`src/rtl/vga_sync_decoder.sv`:
```
// Recovers pixel coordinates from a VGA h_sync/v_sync pair, checks line/frame geometry and reports lock.
// Define VGA_DEC_ERRCNT_EN to add an 8-bit saturating err_count output.
module vga_sync_decoder #(
  parameter int unsigned H_ACTIVE     = 640,
  parameter int unsigned H_SYNC_START = 656,
  parameter int unsigned H_SYNC_LEN   = 96,
  parameter int unsigned H_TOTAL      = 800,
  parameter int unsigned V_ACTIVE     = 480,
  parameter int unsigned V_SYNC_START = 490,
  parameter int unsigned V_SYNC_LEN   = 2,
  parameter int unsigned V_TOTAL      = 521,
  parameter int unsigned LOCK_FRAMES  = 2
) (
  input  logic       clock,
  input  logic       reset,
  input  logic       h_sync,
  input  logic       v_sync,
  output logic [9:0] x,
  output logic [9:0] y,
  output logic       active,
  output logic       frame_start,
  output logic       locked,
  output logic       h_err,
  output logic       v_err
`ifdef VGA_DEC_ERRCNT_EN
  ,
  output logic [7:0] err_count
`endif
);

  localparam int unsigned CW = 10;
  localparam int unsigned GW = (LOCK_FRAMES < 2) ? 1 : $clog2(LOCK_FRAMES + 1);
  localparam logic [CW-1:0] CNT_MAX = CW'((1 << CW) - 1);
  localparam logic [CW-1:0] CNT_PRE = CW'((1 << CW) - 2);

  typedef enum logic [1:0] {SEARCH, HLOCK, VLOCK, LOCKED} state_t;

  state_t        state_q;
  logic          hs_q, vs_q;
  logic          h_seen_q, v_seen_q;
  logic          h_err_q, v_err_q, locked_q, good_line_q;
  logic [GW-1:0] good_frames_q;
  logic [CW-1:0] x_q, x_d, y_q, y_d;
  logic [CW-1:0] line_len_q, line_len_d, hs_len_q, hs_len_d;
  logic [CW-1:0] frame_len_q, frame_len_d, vs_len_q, vs_len_d;
  logic          h_fall, h_rise, v_fall, v_rise, x_wrap;
  logic          line_ok_c, h_bad_c, v_bad_c, any_err_c;

  // Edge detection, coordinate tracking and geometry measurement
  always_comb begin
    h_fall = hs_q & ~h_sync;
    h_rise = ~hs_q & h_sync;
    v_fall = vs_q & ~v_sync;
    v_rise = ~vs_q & v_sync;
    x_wrap = ~h_fall & (x_q == CW'(H_TOTAL - 1));

    x_d = x_q + 1'b1;
    if (h_fall)      x_d = CW'(H_SYNC_START);
    else if (x_wrap) x_d = '0;

    y_d = y_q;
    if (v_fall)      y_d = CW'(V_SYNC_START);
    else if (x_wrap) y_d = (y_q == CW'(V_TOTAL - 1)) ? '0 : y_q + 1'b1;

    line_len_d = line_len_q;
    if (h_fall)                     line_len_d = CW'(1);
    else if (line_len_q != CNT_MAX) line_len_d = line_len_q + 1'b1;

    hs_len_d = hs_len_q;
    if (h_fall)                             hs_len_d = CW'(1);
    else if (~h_sync && hs_len_q != CNT_MAX) hs_len_d = hs_len_q + 1'b1;

    // A wrap coincident with v_fall belongs to the frame that is starting
    frame_len_d = frame_len_q;
    if (v_fall)                             frame_len_d = CW'(x_wrap);
    else if (x_wrap && frame_len_q != CNT_MAX) frame_len_d = frame_len_q + 1'b1;

    vs_len_d = vs_len_q;
    if (v_fall)                                     vs_len_d = CW'(x_wrap);
    else if (~v_sync && x_wrap && vs_len_q != CNT_MAX) vs_len_d = vs_len_q + 1'b1;

    line_ok_c = h_fall & h_seen_q & (line_len_q == CW'(H_TOTAL));
    // A saturated line length was already reported when it saturated
    h_bad_c   = (h_fall & h_seen_q & (line_len_q != CNT_MAX) & (line_len_q != CW'(H_TOTAL)))
              | (h_rise & (hs_len_q != CW'(H_SYNC_LEN)))
              | (h_seen_q & ~h_fall & (line_len_q == CNT_PRE));
    v_bad_c   = (v_fall & v_seen_q & (frame_len_q != CW'(V_TOTAL)))
              | (v_rise & (vs_len_q != CW'(V_SYNC_LEN)));
    any_err_c = h_err_q | v_err_q;
  end

  always_ff @(posedge clock) begin
    if (reset) begin
      state_q       <= SEARCH;
      hs_q          <= 1'b1;
      vs_q          <= 1'b1;
      h_seen_q      <= 1'b0;
      v_seen_q      <= 1'b0;
      h_err_q       <= 1'b0;
      v_err_q       <= 1'b0;
      locked_q      <= 1'b0;
      good_line_q   <= 1'b0;
      good_frames_q <= '0;
      x_q           <= '0;
      y_q           <= '0;
      line_len_q    <= '0;
      hs_len_q      <= '0;
      frame_len_q   <= '0;
      vs_len_q      <= '0;
    end else begin
      hs_q        <= h_sync;
      vs_q        <= v_sync;
      h_seen_q    <= h_seen_q | h_fall;
      v_seen_q    <= v_seen_q | v_fall;
      h_err_q     <= h_bad_c;
      v_err_q     <= v_bad_c;
      x_q         <= x_d;
      y_q         <= y_d;
      line_len_q  <= line_len_d;
      hs_len_q    <= hs_len_d;
      frame_len_q <= frame_len_d;
      vs_len_q    <= vs_len_d;
      case (state_q)
        SEARCH: begin
          if (h_fall) begin
            state_q     <= HLOCK;
            good_line_q <= 1'b0;
          end
        end
        HLOCK: begin
          if (any_err_c) begin
            state_q <= SEARCH;
          end else if (v_fall && good_line_q) begin
            state_q       <= VLOCK;
            good_frames_q <= '0;
          end else if (line_ok_c) begin
            good_line_q <= 1'b1;
          end
        end
        VLOCK: begin
          if (any_err_c) begin
            state_q <= SEARCH;
          end else if (v_fall && !v_bad_c && !h_bad_c) begin
            if (32'(good_frames_q) + 32'd1 >= LOCK_FRAMES) begin
              state_q  <= LOCKED;
              locked_q <= 1'b1;
            end else begin
              good_frames_q <= good_frames_q + 1'b1;
            end
          end
        end
        default: begin
          if (any_err_c) begin
            state_q  <= SEARCH;
            locked_q <= 1'b0;
          end
        end
      endcase
    end
  end

`ifdef VGA_DEC_ERRCNT_EN
  logic [7:0] err_cnt_q;

  // One count per cycle with any error pulse, holding at full scale
  always_ff @(posedge clock) begin
    if (reset)                            err_cnt_q <= '0;
    else if (any_err_c && err_cnt_q != 8'hFF) err_cnt_q <= err_cnt_q + 1'b1;
  end

  assign err_count = err_cnt_q;
`endif

  assign x           = x_q;
  assign y           = y_q;
  assign locked      = locked_q;
  assign h_err       = h_err_q;
  assign v_err       = v_err_q;
  assign active      = locked_q & (x_q < CW'(H_ACTIVE)) & (y_q < CW'(V_ACTIVE));
  assign frame_start = locked_q & (x_q == '0) & (y_q == '0);

endmodule

```
`config.mk`:
```
export PLATFORM = sky130hd
export DESIGN_NAME = vga_sync_decoder
export DESIGN_NICKNAME = d
export VERILOG_FILES = /design/src/rtl/vga_sync_decoder.sv
export SDC_FILE = /design/constraint.sdc
export NUM_CORES = 1
export LEC_CHECK = 0
export CORE_MARGIN = 4
export CORE_UTILIZATION = 35
export CTS_CLUSTER_DIAMETER = 30
export DETAILED_ROUTE_END_ITERATION = 10
export PLACE_DENSITY = 0.59
export SYNTH_ARGS = -nofsm -noshare
export SYNTH_HDL_FRONTEND = slang
export SYNTH_SLANG_ARGS = --single-unit
```
`constraint.sdc`:
```
create_clock -name clock -period 1.98 [get_ports clock]
set_input_delay 0.297 -clock clock [delete_from_list [all_inputs] [get_ports clock]]
set_output_delay 0.297 -clock clock [all_outputs]
set_load 0.01 [all_outputs]
```
=== Word level (Yosys, flattened, before mapping) ===
Index checks and enable logic that the tools add are counted.

* Bits in registers: 72
* Bits of input ports: 4

* $add $sub $neg: 8
* Order comparisons: 3
* Eq/ne operators: 25
* Multiplexer cells: 37
* Bitwise operators: 31
* Reductions and logical operators: 30

{| class="wikitable"
|+ Operators with widths
! operator !! number
|-
| $add 10x1->10 const B || 6
|-
| $ne 10x10->1 const B || 6
|-
| $eq 10x10->1 const B || 4
|-
| $mux 10 || 3
|-
| $mux 2 || 12
|-
| $logic_not 10->1 || 2
|-
| $and 1x1->1 || 19
|-
| $mux 9 || 2
|-
| $reduce_bool 2->1 || 9
|-
| $mux 1 || 16
|-
| $ne 2x2->1 const B || 8
|-
| $reduce_and 5->1 || 3
|-
| $lt 10x10->1 const B || 1
|-
| $lt 10x9->1 const B || 1
|-
| $ne 10x2->1 const B || 1
|-
| $ne 10x7->1 const B || 1
|-
| $ne 3x3->1 const B || 3
|-
| $logic_and 1x1->1 || 7
|-
| $not 1->1 || 6
|-
| $or 1x1->1 || 6
|-
| $pmux 2 s3 || 1
|-
| $reduce_and 6->1 || 1
|-
| $reduce_or 2->1 || 3
|-
| $pmux 1 s2 || 2
|-
| 10 further kinds || 11
|}

=== Depth between registers and ports, before layout ===
* Depth in word-level cells: 12
* Gate-level depth with buffers: 8

=== Least setup slack after synthesis ===
OpenSTA, ideal clock, no wires.

* Kind: register to register
* Start: register x_q[0] (netlist: x[0])
* End: register vs_len_q[6]
* Data arrival time: 2001 ps
* Data required time: 1852 ps
* Slack: -149 ps
* Cell stages (with the launch flop): 8
* Buffers on the path: 1
* Period minus slack after synthesis: 2129 ps
* Cell sequence: dfxtp_1 -> ha_1 -> nand4_2 -> or4_1 -> buf_2 -> nor4_2 -> xnor2_1 -> nor2_1

* Longest elaborated chain between the ends: 4

{| class="wikitable"
|+ RTL lines
! item !! line !! RTL
|-
| start: declaration || 43 || <nowiki>logic [CW-1:0] x_q, x_d, y_q, y_d;</nowiki>
|-
| start signal: assignment || 104 || <nowiki>x_q <= '0;</nowiki>
|-
| start signal: assignment || 117 || <nowiki>x_q <= x_d;</nowiki>
|-
| $eq 10x10->1 || 55 || <nowiki>x_wrap = ~h_fall & (x_q == CW'(H_TOTAL - 1));</nowiki>
|-
| $and 1x1->1 || 55 ||
|-
| $logic_and 1x1->1 (2 in a row) || 80 || <nowiki>else if (~v_sync && x_wrap && vs_len_q != CNT_MAX) vs_len_d = vs_len_q + 1'b1;</nowiki>
|-
| end signal: assignment || 122 || <nowiki>vs_len_q <= vs_len_d;</nowiki>
|-
| end: declaration || 45 || <nowiki>logic [CW-1:0] frame_len_q, frame_len_d, vs_len_q, vs_len_d;</nowiki>
|}

No other way between the ends.
A chain may end at the register's enable or synchronous reset.

=== Final worst setup path ===
* Start: register x_q[6] (netlist: x[6])
* End: output port frame_start

* Longest elaborated chain between the ends: 3

{| class="wikitable"
|+ RTL lines
! item !! line !! RTL
|-
| $logic_not 10->1 || 180 || <nowiki>assign frame_start = locked_q & (x_q == '0) & (y_q == '0);</nowiki>
|-
| $and 1x1->1 (2 in a row) || 180 ||
|-
| end: declaration || 21 || <nowiki>output logic frame_start,</nowiki>
|}

No other way between the ends.

==> qor.csv <==
stage;metric;value;unit
place;place.gp.congestion;0.905;
grt;grt_pass1_wl;16200;um
synth;syn_inst;438;
status;status;finished with violations;
synth;avgSynthCellArea;8.44;um^2
power;power_density;601;nW/um^2
synth;ys_seq_area_frac;0.390;
synth;synth_edf_count;0;
sta;worst_pin_slew;416;ps
clocking;cts_buffer_depth;2;
clocking;tritoncts;yes;
place;dp_cells;645;
setup_path;worst_ep_required_time;1680;ps
setup_path;startpoint_type;flip-flop;
grt;antenna_found_initial;0;
detailed_routing;viasPerCell;5.26;
floorplanning;chipWidth;111;um
grt;grt_pass1_vias;3443;
cells_and_area;instances_no_fill;670;
sta;finalWorstSetupSlack;-82.1;ps
cells_and_area;filler_cell_count;996;
clocking;clk_pin_slew;70;ps
sta;skew;9.56;ps
power;power;3030;uW
clocking;ctsHoldBuffers;0;
grt;grt_max_degree;30;
clocking;clk-insertion-delay-late;360;ps
worst_hold_path;hold_path_class;reg -> reg;
detailed_routing;drtAntennaViolNets;0;
sta;fin_crit_sh;1.04;
cells_and_area;most-common-layout-cells;dfxtp_1, nor2_1, buf_4, nand2_1, clkdlybuf4s50_1;
worst_hold_path;hold_depth;2;
detailed_routing;route.met2.wl;4690;um
setup_path;r2r_cells;7;
synth;synthesis.nets;456;
sta;finalSetupViolations;5;
synth;synth-seq-cells;72;
detailed_routing;wirelength;9360;um
sta;clock.fmax;485;MHz
floorplanning;core_area;10300;um^2
setup_path;cp.arrival;1770;ps
grt;grt_overflow;0;
place;port_buffers;28;
sta;hold_viol_final;0;
sta;finalCriticalPeriod;2060;ps
place;pre_cts_slack;-238;ps
floorplanning;dieArea;12300;um^2
clocking;clockRootBuffer;clkbuf_8;
clocking;cts_sinks;72;
detailed_routing;wl_met1;4250;um
floorplanning;ios;29;
grt;grt_usage;0.157;
cells_and_area;synthToLayoutAreaGrowth;36.4;%
flow_run;cap_violations;0;
clocking;htreeDepth;3;
setup_path;path_class;reg -> out;
status;violations;setup timing;
floorplanning;std_cell_rows;37;
setup_path;path_max_fanout;2;
sta;relSlewSlack;0.722;
sta;slew_viol_final;0;
cells_and_area;final_layout_size_suffix_gt1_frac;0.236;
floorplanning;fp.dieH;111;um
detailed_routing;firstDrtPassIters;4;
floorplanning;initial_core_util;0.358;
synth;synthArstFlopShare;0;
cells_and_area;final_common_cell;dfxtp_1;
synth;yosys_warnings;0;
setup_path;worst_setup_path_end_kind;output port;
detailed_routing;vias;3525;
detailed_routing;drt_iter0_markers;189;
synth;netlist_area;3700;um^2
cells_and_area;fin_nets;547;
detailed_routing;wl_per_cell;14.0;um
detailed_routing;drc;0;
place;place_hpwl;6790;um
cells_and_area;antenna_cells;0;
detailed_routing;wl_met3;321;um
synth;yosys_most_used_dff;dfxtp_1;
sta;rsz0062_at_grt;true;
power;p_leak;0.00192;uW
sta;fin_setup_tns;-286;ps
power;peakVddDrop;0.000479;V
clocking;numCtsBuffers;9;
detailed_routing;top_layer_used;met4;
synth;synthDistinctLibCells;54;
-- state kept, by name, summed over array words and instances (netlist names), 2 cells and up --
signal	cells
hs_len_q	10
x	10
good_frames_q	2
vs_len_q	10
state_q	2
line_len_q	10
frame_len_q	10
y	10
-- repair_timing --
item / 4_1_cts / 5_1_grt
endpoints found under the setup margin: 23 / 30
resized for setup: 17 / 22
pin swaps: 10 / 20
gates cloned: 1 / 1
setup buffers: 3 / 5
-- power by group --
| group | internal, uW | switching, uW | total, uW | leakage [uW] |
|---|---|---|---|---|
| Combinational | 166 | 167 | 334 | 0.00122 |
| Sequential | 1480 | 32.7 | 1510 | 0.000588 |
| Clock | 648 | 537 | 1180 | 0.000103 |
| Total | 2300 | 736 | 3030 | 0.00192 |
-- Yosys cell counts, types with 2 or more instances --
cell type,instances,area share
and2_1,5,0.0085
or3_1,3,0.0051
nand3b_1,5,0.010
inv_1,17,0.017
nand2b_1,4,0.0068
o21ai_0,2,0.0027
ha_1,14,0.047
a211oi_1,4,0.0081
nor4b_1,4,0.0095
a311oi_1,2,0.0047
nand4b_1,3,0.0071
buf_2,2,0.0027
nand4_2,2,0.0068
a21oi_1,28,0.038
xnor2_1,13,0.031
o32ai_1,2,0.0047
nor4_1,5,0.0085
nand2_1,28,0.028
nor2_1,61,0.062
nor3_1,13,0.018
nor4_2,4,0.014
clkbuf_1,12,0.012
nand4_1,19,0.032
nand3_1,14,0.019
dfxtp_1,72,0.39
nor2b_1,4,0.0068
o41ai_1,2,0.0047
or4_1,4,0.0081
o21ai_1,11,0.015
or2_2,2,0.0034
a31oi_1,8,0.014
and3_1,19,0.032
xor2_1,21,0.050
and4_1,9,0.021
-- critical path, cell delays in order (launching register included) --
cell and delay [ps]:
dfxtp_4 340, or3_4 390, or4_4 420, nor3_2 110, buf_2 150
-- path summary, 6_finish.rpt --
check                                   to  slack, ps           startpoint
setup / recovery               frame_start        -80      x[6]$_SDFF_PP0_
hold / removal         v_seen_q$_SDFF_PP0_        510  v_seen_q$_SDFF_PP0_
setup reg to reg  vs_len_q[8]$_SDFFE_PP0P_        -60      x[6]$_SDFF_PP0_
hold reg to reg        v_seen_q$_SDFF_PP0_        510  v_seen_q$_SDFF_PP0_
-- layout make-up --
| cell class | instances | area (um^2) | share of cell area |
|---|---|---|---|
| multi-input combinational | 334 | 2320 | 0.459 |
| clock inverter | 3 | 40.0 | 0.00794 |
| timing repair buffer | 94 | 840 | 0.166 |
| tap | 136 | 170 | 0.0337 |
| sequential | 72 | 1450 | 0.288 |
| inverter | 18 | 67.6 | 0.0134 |
| clock buffer | 13 | 159 | 0.0315 |
-- per-stage QoR --
stage               cell area (um^2)  hold slack [ps]  utilization
floorplan                       3780              404            -
global placement                4630              476        0.448
detailed placement              4630              493        0.448
CTS                             4900              506        0.475
global route                    5040              526        0.489
finish                          5040              506        0.489
-- kinds of logic after synthesis --
logic type	share of synthesized area
buffers and inverters	0.0362
DFF	0.390
adders and majority gates	0.0474
xor gates and xnor gates	0.0805
AOI/OAI and AO/OA	0.119
and+or+nand+nor	0.327
-- per-layer routing --
metal / global-route usage / vias up
met4: 0.0493 / 0
met1: 0.192 / 1682
li1: - / 1774
met3: 0.0388 / 13
met2: 0.270 / 56
met5: 0 / -
(Power assumes the default switching activity.)
